[config.mk]
export PLATFORM = sky130hd
export DESIGN_NAME = mem_port_arbiter
export DESIGN_NICKNAME = d
export VERILOG_FILES = /design/src/rtl/mem_port_arbiter.sv
export SDC_FILE = /design/constraint.sdc
export NUM_CORES = 1
export LEC_CHECK = 0
export CAP_MARGIN = 30
export CORE_UTILIZATION = 41
export DETAILED_ROUTE_END_ITERATION = 10
export GPL_TIMING_DRIVEN = 1
export PLACE_DENSITY = 0.94
export SLEW_MARGIN = 0
export SYNTH_ARGS = -nofsm -noshare
export SYNTH_HDL_FRONTEND = slang
export SYNTH_SLANG_ARGS = --single-unit
[constraint.sdc]
create_clock -name clk -period 2.25 [get_ports clk]
set_input_delay 0.675 -clock clk [delete_from_list [all_inputs] [get_ports clk]]
set_output_delay 0.675 -clock clk [all_outputs]
set_load 0.01 [all_outputs]
[src/rtl/mem_port_arbiter.sv]
// Round-robin arbiter sharing one data-memory port between instruction fetch and load/store.
// One outstanding transaction at a time, with a watchdog that aborts transactions that are never acknowledged.
module mem_port_arbiter #(
    parameter int AW          = 32,
    parameter int DW          = 32,
    parameter int TIMEOUT_CYC = 255
) (
    input  logic          clk,
    input  logic          rst_n,
    input  logic          f_req,
    input  logic [AW-1:0] f_addr,
    output logic          f_done,
    output logic [DW-1:0] f_rdata,
    input  logic          d_req,
    input  logic          d_we,
    input  logic [AW-1:0] d_addr,
    input  logic [DW-1:0] d_wdata,
    input  logic [1:0]    d_size,
    output logic          d_done,
    output logic [DW-1:0] d_rdata,
    output logic          err,
    output logic          m_req,
    output logic          m_we,
    output logic [AW-1:0] m_addr,
    output logic [DW-1:0] m_wdata,
    output logic [1:0]    m_size,
    input  logic          m_ack,
    input  logic [DW-1:0] m_rdata,
    output logic          busy
);

    localparam int CW = (TIMEOUT_CYC > 0) ? $clog2(TIMEOUT_CYC + 1) : 1;
    localparam logic [CW-1:0] CNT_LAST = (TIMEOUT_CYC > 0) ? CW'(TIMEOUT_CYC - 1) : '0;

    typedef enum logic [1:0] {IDLE, BUSY, RESP} state_t;
    typedef enum logic {FETCH = 1'b0, DATA = 1'b1} master_t;

    state_t        state, state_nx;
    master_t       sel, last_grant;
    logic          grant_f, grant_d, timeout_hit;
    logic [CW-1:0] cnt;
    logic [DW-1:0] rdata_q;
    logic          err_q;

    always_ff @(posedge clk or negedge rst_n) begin
        if (!rst_n) state <= IDLE;
        else        state <= state_nx;
    end

    // Arbitration and next-state: on a tie the requester that did not win last time is granted
    always_comb begin
        state_nx    = state;
        grant_f     = 1'b0;
        grant_d     = 1'b0;
        timeout_hit = 1'b0;
        case (state)
            IDLE: begin
                if (f_req && d_req) begin
                    if (last_grant == DATA) grant_f = 1'b1;
                    else                    grant_d = 1'b1;
                end else if (f_req) begin
                    grant_f = 1'b1;
                end else if (d_req) begin
                    grant_d = 1'b1;
                end
                if (grant_f || grant_d) state_nx = BUSY;
            end
            BUSY: begin
                if (m_ack) begin
                    state_nx = RESP;
                end else if ((TIMEOUT_CYC != 0) && (cnt == CNT_LAST)) begin
                    timeout_hit = 1'b1;
                    state_nx    = RESP;
                end
            end
            RESP:    state_nx = IDLE;
            default: state_nx = IDLE;
        endcase
    end

    always_ff @(posedge clk or negedge rst_n) begin
        if (!rst_n) begin
            sel        <= FETCH;
            last_grant <= DATA;
            m_we       <= 1'b0;
            m_addr     <= '0;
            m_wdata    <= '0;
            m_size     <= 2'b00;
            rdata_q    <= '0;
            err_q      <= 1'b0;
            cnt        <= '0;
        end else if (grant_f) begin
            sel        <= FETCH;
            last_grant <= FETCH;
            m_we       <= 1'b0;
            m_addr     <= f_addr;
            m_wdata    <= '0;
            m_size     <= 2'b10;
            cnt        <= '0;
        end else if (grant_d) begin
            sel        <= DATA;
            last_grant <= DATA;
            m_we       <= d_we;
            m_addr     <= d_addr;
            m_wdata    <= d_wdata;
            m_size     <= d_size;
            cnt        <= '0;
        end else if (state == BUSY) begin
            // An ack in the watchdog's final cycle still completes normally
            if (m_ack) begin
                rdata_q <= m_we ? '0 : m_rdata;
                err_q   <= 1'b0;
            end else begin
                cnt <= cnt + 1'b1;
                if (timeout_hit) begin
                    rdata_q <= '0;
                    err_q   <= 1'b1;
                end
            end
        end
    end

    assign m_req   = (state == BUSY);
    assign busy    = (state != IDLE);
    assign f_done  = (state == RESP) && (sel == FETCH);
    assign d_done  = (state == RESP) && (sel == DATA);
    assign f_rdata = f_done ? rdata_q : '0;
    assign d_rdata = d_done ? rdata_q : '0;
    assign err     = (state == RESP) ? err_q : 1'b0;

endmodule

Word level (Yosys, flattened, before mapping)
Index checks and enable logic that the tools add are counted.
{"block": "op_classes", "n_reduce_logical": 12, "bitwise_logic": 3, "n_eq_ne": 6, "add_sub_neg": 1, "mux": 40}
{"cell": "32-bit two-way mux", "count": 9}
{"cell": "8-bit two-way mux", "count": 4}
{"cell": "1-bit two-way mux", "count": 21}
{"cell": "2-bit two-way mux", "count": 5}
{"cell": "8-bit by 1-bit adder with 8-bit output (second input constant)", "count": 1}
{"cell": "8-bit == test (second input constant)", "count": 1}
{"cell": "3-bit by 1-bit inequality test with 1-bit output (second input constant)", "count": 2}
{"cell": "2-bit nonzero test", "count": 3}
{"cell": "2-bit case mux with 2 select lines", "count": 1}
{"cell": "2-bit AND reduction", "count": 2}
{"cell": "4-bit AND reduction", "count": 1}
{"cell": "1-bit logical AND", "count": 3}
{"cell": "1-bit NOT", "count": 3}
{"cell": "3-bit nonzero test", "count": 1}
{"cell": "2-bit by 1-bit == test with 1-bit output (second input constant)", "count": 1}
{"cell": "2-bit == test (second input constant)", "count": 1}
{"cell": "2-bit logical NOT", "count": 1}
{"cell": "2-bit inequality test (second input constant)", "count": 1}
{"cell": "1-bit logical OR", "count": 1}
{"block": "word_totals", "input_bits": 136, "reg_bits": 112, "out_inout_bits": 136, "word_cells": 72}

Logic depth before layout (Yosys ltp)
{"block": "logic_depth", "ltp_word": 7, "ltp_mapped": 6, "mapped_depth_nobuf": 5}

Worst setup path before layout
No wires, ideal clock.
{"block": "synth_path", "path_kind": "register -> output", "start": "reg state[0]", "end": "out f_rdata[22]", "required_ns": 1.575, "path_buffers": 1, "stages_incl_launch_ff": 4, "arrival_time_ns": 1.325, "path_slack_ns": 0.250, "cell_sequence": "dfrtp_1 -> nor3b_1 -> clkbuf_1 -> and2_1"}
{"block": "synth_via", "elab_chain_len": 3}
{"element": "from (decl)", "line": "38", "text": "state_t state, state_nx;"}
{"element": "from (signal assigned)", "line": "47", "text": "else state <= state_nx;"}
{"element": "2-bit == test", "line": "125", "text": "assign f_done = (state == RESP) && (sel == FETCH);"}
{"element": "1-bit logical AND", "line": "125"}
{"element": "net f_done", "line": "12", "text": "output logic f_done,"}
{"element": "32-bit two-way mux", "line": "127", "text": "assign f_rdata = f_done ? rdata_q : '0;"}
{"element": "to (decl)", "line": "13", "text": "output logic [DW-1:0] f_rdata,"}
The timed path passes the listed nets, and every way through them passes these cells.

Worst setup path in the final report
{"block": "layout_path", "start": "reg state[0]", "end": "out f_rdata[14]"}
{"block": "layout_via", "elab_chain_len": 3}
{"element": "2-bit == test", "line": "125"}
{"element": "1-bit logical AND", "line": "125"}
{"element": "32-bit two-way mux", "line": "127"}
No other way between the ends.

==> summary.md <==
| Metric | Value |
|---|---|
| Vias in the first global route | `5,453` |
| Ant. Diodes | `0` |
| Clock buffer depth | `2` |
| Synth cell types | `46` |
| Hold Crit Class | `input port to async pin` |
| Top cell type's share of synthesized area | `50.9%` |
| Met2 GRT Util | `45.8%` |
| First-pass GRT wire length | `28,800 um` |
| Largest net degree at the start of global routing | `62` |
| Clock buffer count from CTS | `9` |
| Area leader, netlist | `dfrtp_1` |
| Post-DP HPWL | `11,800 um` |
| Die X | `117 um` |
| CP Launch Type | `flip-flop` |
| Tmin final | `2.37 ns` |
| GR Layer Usage met3 | `5.74%` |
| Synth area leaders | `dfrtp_1, and2_1, a22o_1, a221o_1, a32oi_1` |
| Row Count | `41` |
| Slew @ Worst Pin | `0.660 ns` |
| Die Y-Extent | `117 um` |
| 1st-pass router iterations | `5` |
| Final nets | `912` |
| Most Crowded Layer GR | `met2` |
| Via count of the routed design | `5,598` |
| YS warnings | `0` |
| Flip-flop and latch area | `2800 um^2` |
| Crit. End Element | `output pin` |
| Tcrit/Tclk final | `105%` |
| ANT nets after route | `0` |
| Routed wire length | `19,500 um` |
| Setup ws final | `-0.124 ns` |
| IO Port Bufs | `271` |
| CORE AREA | `12,800 um^2` |
| Seq cells post-synth | `112` |
| CP Buf/Inv Count | `5` |
| Drt first-iter violations | `455` |
| Crit path arrival time | `1.70 ns` |
| Fill count | `812` |
| Vias/cell | `5.89` |
| Setup CP Type | `flip-flop to output pin` |
| Worst skew pair latency | `0.35 ns` |
| Hold slack | `0.312 ns` |
| Maximum clock rate | `0.421 GHz` |
| Fin Clk Skew | `0.00690 ns` |
| Total chip power | `10.7 mW` |
| Clk slew on worst S/H paths | `0.07 ns` |
| Initial antenna violation count | `0` |
| Crit path top cell by count | `buf_6` |
| Most common cell after layout, fill and taps aside | `clkdlybuf4s50_1` |
| Failing checks | `negative setup slack` |
| Slew Limit Headroom | `56.0%` |
| Ys flop type | `dfrtp_1` |
| CTS tree | `yes` |
| GPL Wtd Cong | `0.831` |
| Critical path's slowest cell | `dfrtp_1` |
| CTS H-tree lvls | `3` |
| # DRC | `0` |
| Max VDD drop | `0.575 mV` |
| Ports | `272` |
| Setup violators final | `35` |
| Cell family with most CP delay | `buffers and inverters` |
| EDFF count, synth | `0` |
| Cell count after synthesis | `494` |
| Sequential share of the synthesized area | `51.4%` |
| RSZ-0062 raised after global routing | `true` |
| Synth Cell Area | `5450 um^2` |
| Area of the multi-input gates | `2540 um^2` |
| Final hold vios | `0` |
| LEAKAGE | `3.96 nW` |
| Hold-fix buffers, CTS | `0` |
| Clock sinks | `112` |
| WP data required | `1.57 ns` |
| Most frequent cells in the layout | `clkdlybuf4s50_1, dfrtp_1, buf_6` |
| Pwr per Cell Area | `1160 nW/um^2` |
| Global routing usage on met1 | `31.6%` |
| Syn_nets | `632` |
| Number of max-cap violations | `0` |
| Initial Util | `42.7%` |
| Area Growth Syn to Fin | `69.5%` |
| Status | `finished with violations` |
| GRT Resource Usage Total | `26.4%` |
| CP Cell Sequence | `buf_6 > nor3b_4 > buf_6 > buf_16 > buf_6 > and2_4 > buf_6` |
| Avg WL per Cell | `20.5 um` |
| Post-synthesis area per instance | `11.0 um^2` |
| Critical path peak fanout | `8` |
| DIE AREA | `13,800 um^2` |
| CTS root buf | `clkbuf_16` |
| Fin. max-slew vios | `0` |
| Share of cells above drive strength 1 | `25.7%` |
| Max incr delay on CP | `0.39 ns` |
| Post-synth ARST share | `100%` |
| Overflow left after global routing | `0` |
## metrics by stage
| step | setup TNS, ns | utilization (%) | area (um^2) | instances | setup slack (ns) |
|---|---|---|---|---|---|
| floorplan | 0 | - | 5450 | 494 | 0.250 |
| global route | -4.66 | 72.4 | 9250 | 951 | -0.186 |
| finish | -2.03 | 72.4 | 9250 | 951 | -0.124 |
| detailed placement | 0 | 66.4 | 8480 | 917 | 0.0319 |
| CTS | -2.24 | 69.4 | 8860 | 950 | -0.145 |
| global placement | 0 | 66.4 | 8480 | 917 | 0.0775 |
## flip-flops by register name, summed over array words and instances (netlist names)
name and cells:
last_grant 1, sel 1, err_q 1, rdata_q 32
state 2, m_size 2, cnt 8, m_addr 32
m_we 1, m_wdata 32
## area by class of cell
cell class	instances	share of cell area (%)
inverters	6	0.244
clock inverters	5	0.622
repair buffers	322	36.5
flip-flops and latches	112	30.3
multi-input cells	323	27.5
clock buffers	11	2.52
well taps	172	2.33
## cell usage after synthesis (all sizes together), types with 2 or more instances
cell / n
nor2: 7
dfrtp: 111
and2: 96
a221o: 31
nand3: 10
o21ai: 14
clkbuf: 28
ha: 2
a211oi: 2
nand4: 9
mux2i: 3
nand2b: 2
a31oi: 24
buf: 25
nor3: 2
a32oi: 24
inv: 6
a22o: 35
nand2: 5
and3b: 3
a21o: 4
a21oi: 2
nor3b: 3
or3: 2
o211ai: 8
o2bb2ai: 24
## routing by layer
layer | part of all wire [%] | wire length (um)
met4 | 3.4 | 659
met2 | 50 | 9750
met3 | 7.2 | 1390
met5 | 0 | 0
met1 | 39 | 7680
## worst paths after layout
check | startpoint | end | slack [ns] | cells past startpoint
setup / recovery | state[0] | f_rdata[14] | -0.12 | 7
max in group asynchronous | rst_n | m_wdata[26] | 1.33 | 2
hold reg to reg | m_addr[22] | m_addr[22] | 0.49 | 1
min in group clk | m_addr[22] | m_addr[22] | 0.49 | 1
setup reg to reg | state[0] | m_addr[10] | 0.29 | 7
hold / removal | rst_n | m_addr[14] | 0.31 | 2
## power by group
group / internal (mW) / switching, mW
combinational: 3.04 / 2.46
sequential: 2.89 / 0.737
clock: 0.866 / 0.735
total: 6.80 / 3.93
## kinds of logic after synthesis
family	count (synthesis)	share of synthesized area, %
mux	3	0.551
buf+inv	59	5.12
fa+ha+maj	2	0.459
flops	112	51.4
compound gates	172	25.9
simple gates	144	16.2
xor+xnor	2	0.321
## worst register-to-register path, stage by stage, from the launching register on
cell	delay, ns
dfrtp_1	0.39
buf_6	0.13
buf_4	0.16
nor2_4	0.08
buf_4	0.36
buf_4	0.40
a32oi_1	0.20
o2bb2ai_1	0.17
## what timing repair did
action / in CTS / in global routing
resized for setup: 301 / 99
setup buffers: 10 / 2
gates cloned: 7 / 1
setup endpoints to repair: 69 / 65
pin swaps: 14 / 3
(Power assumes the default switching activity.)
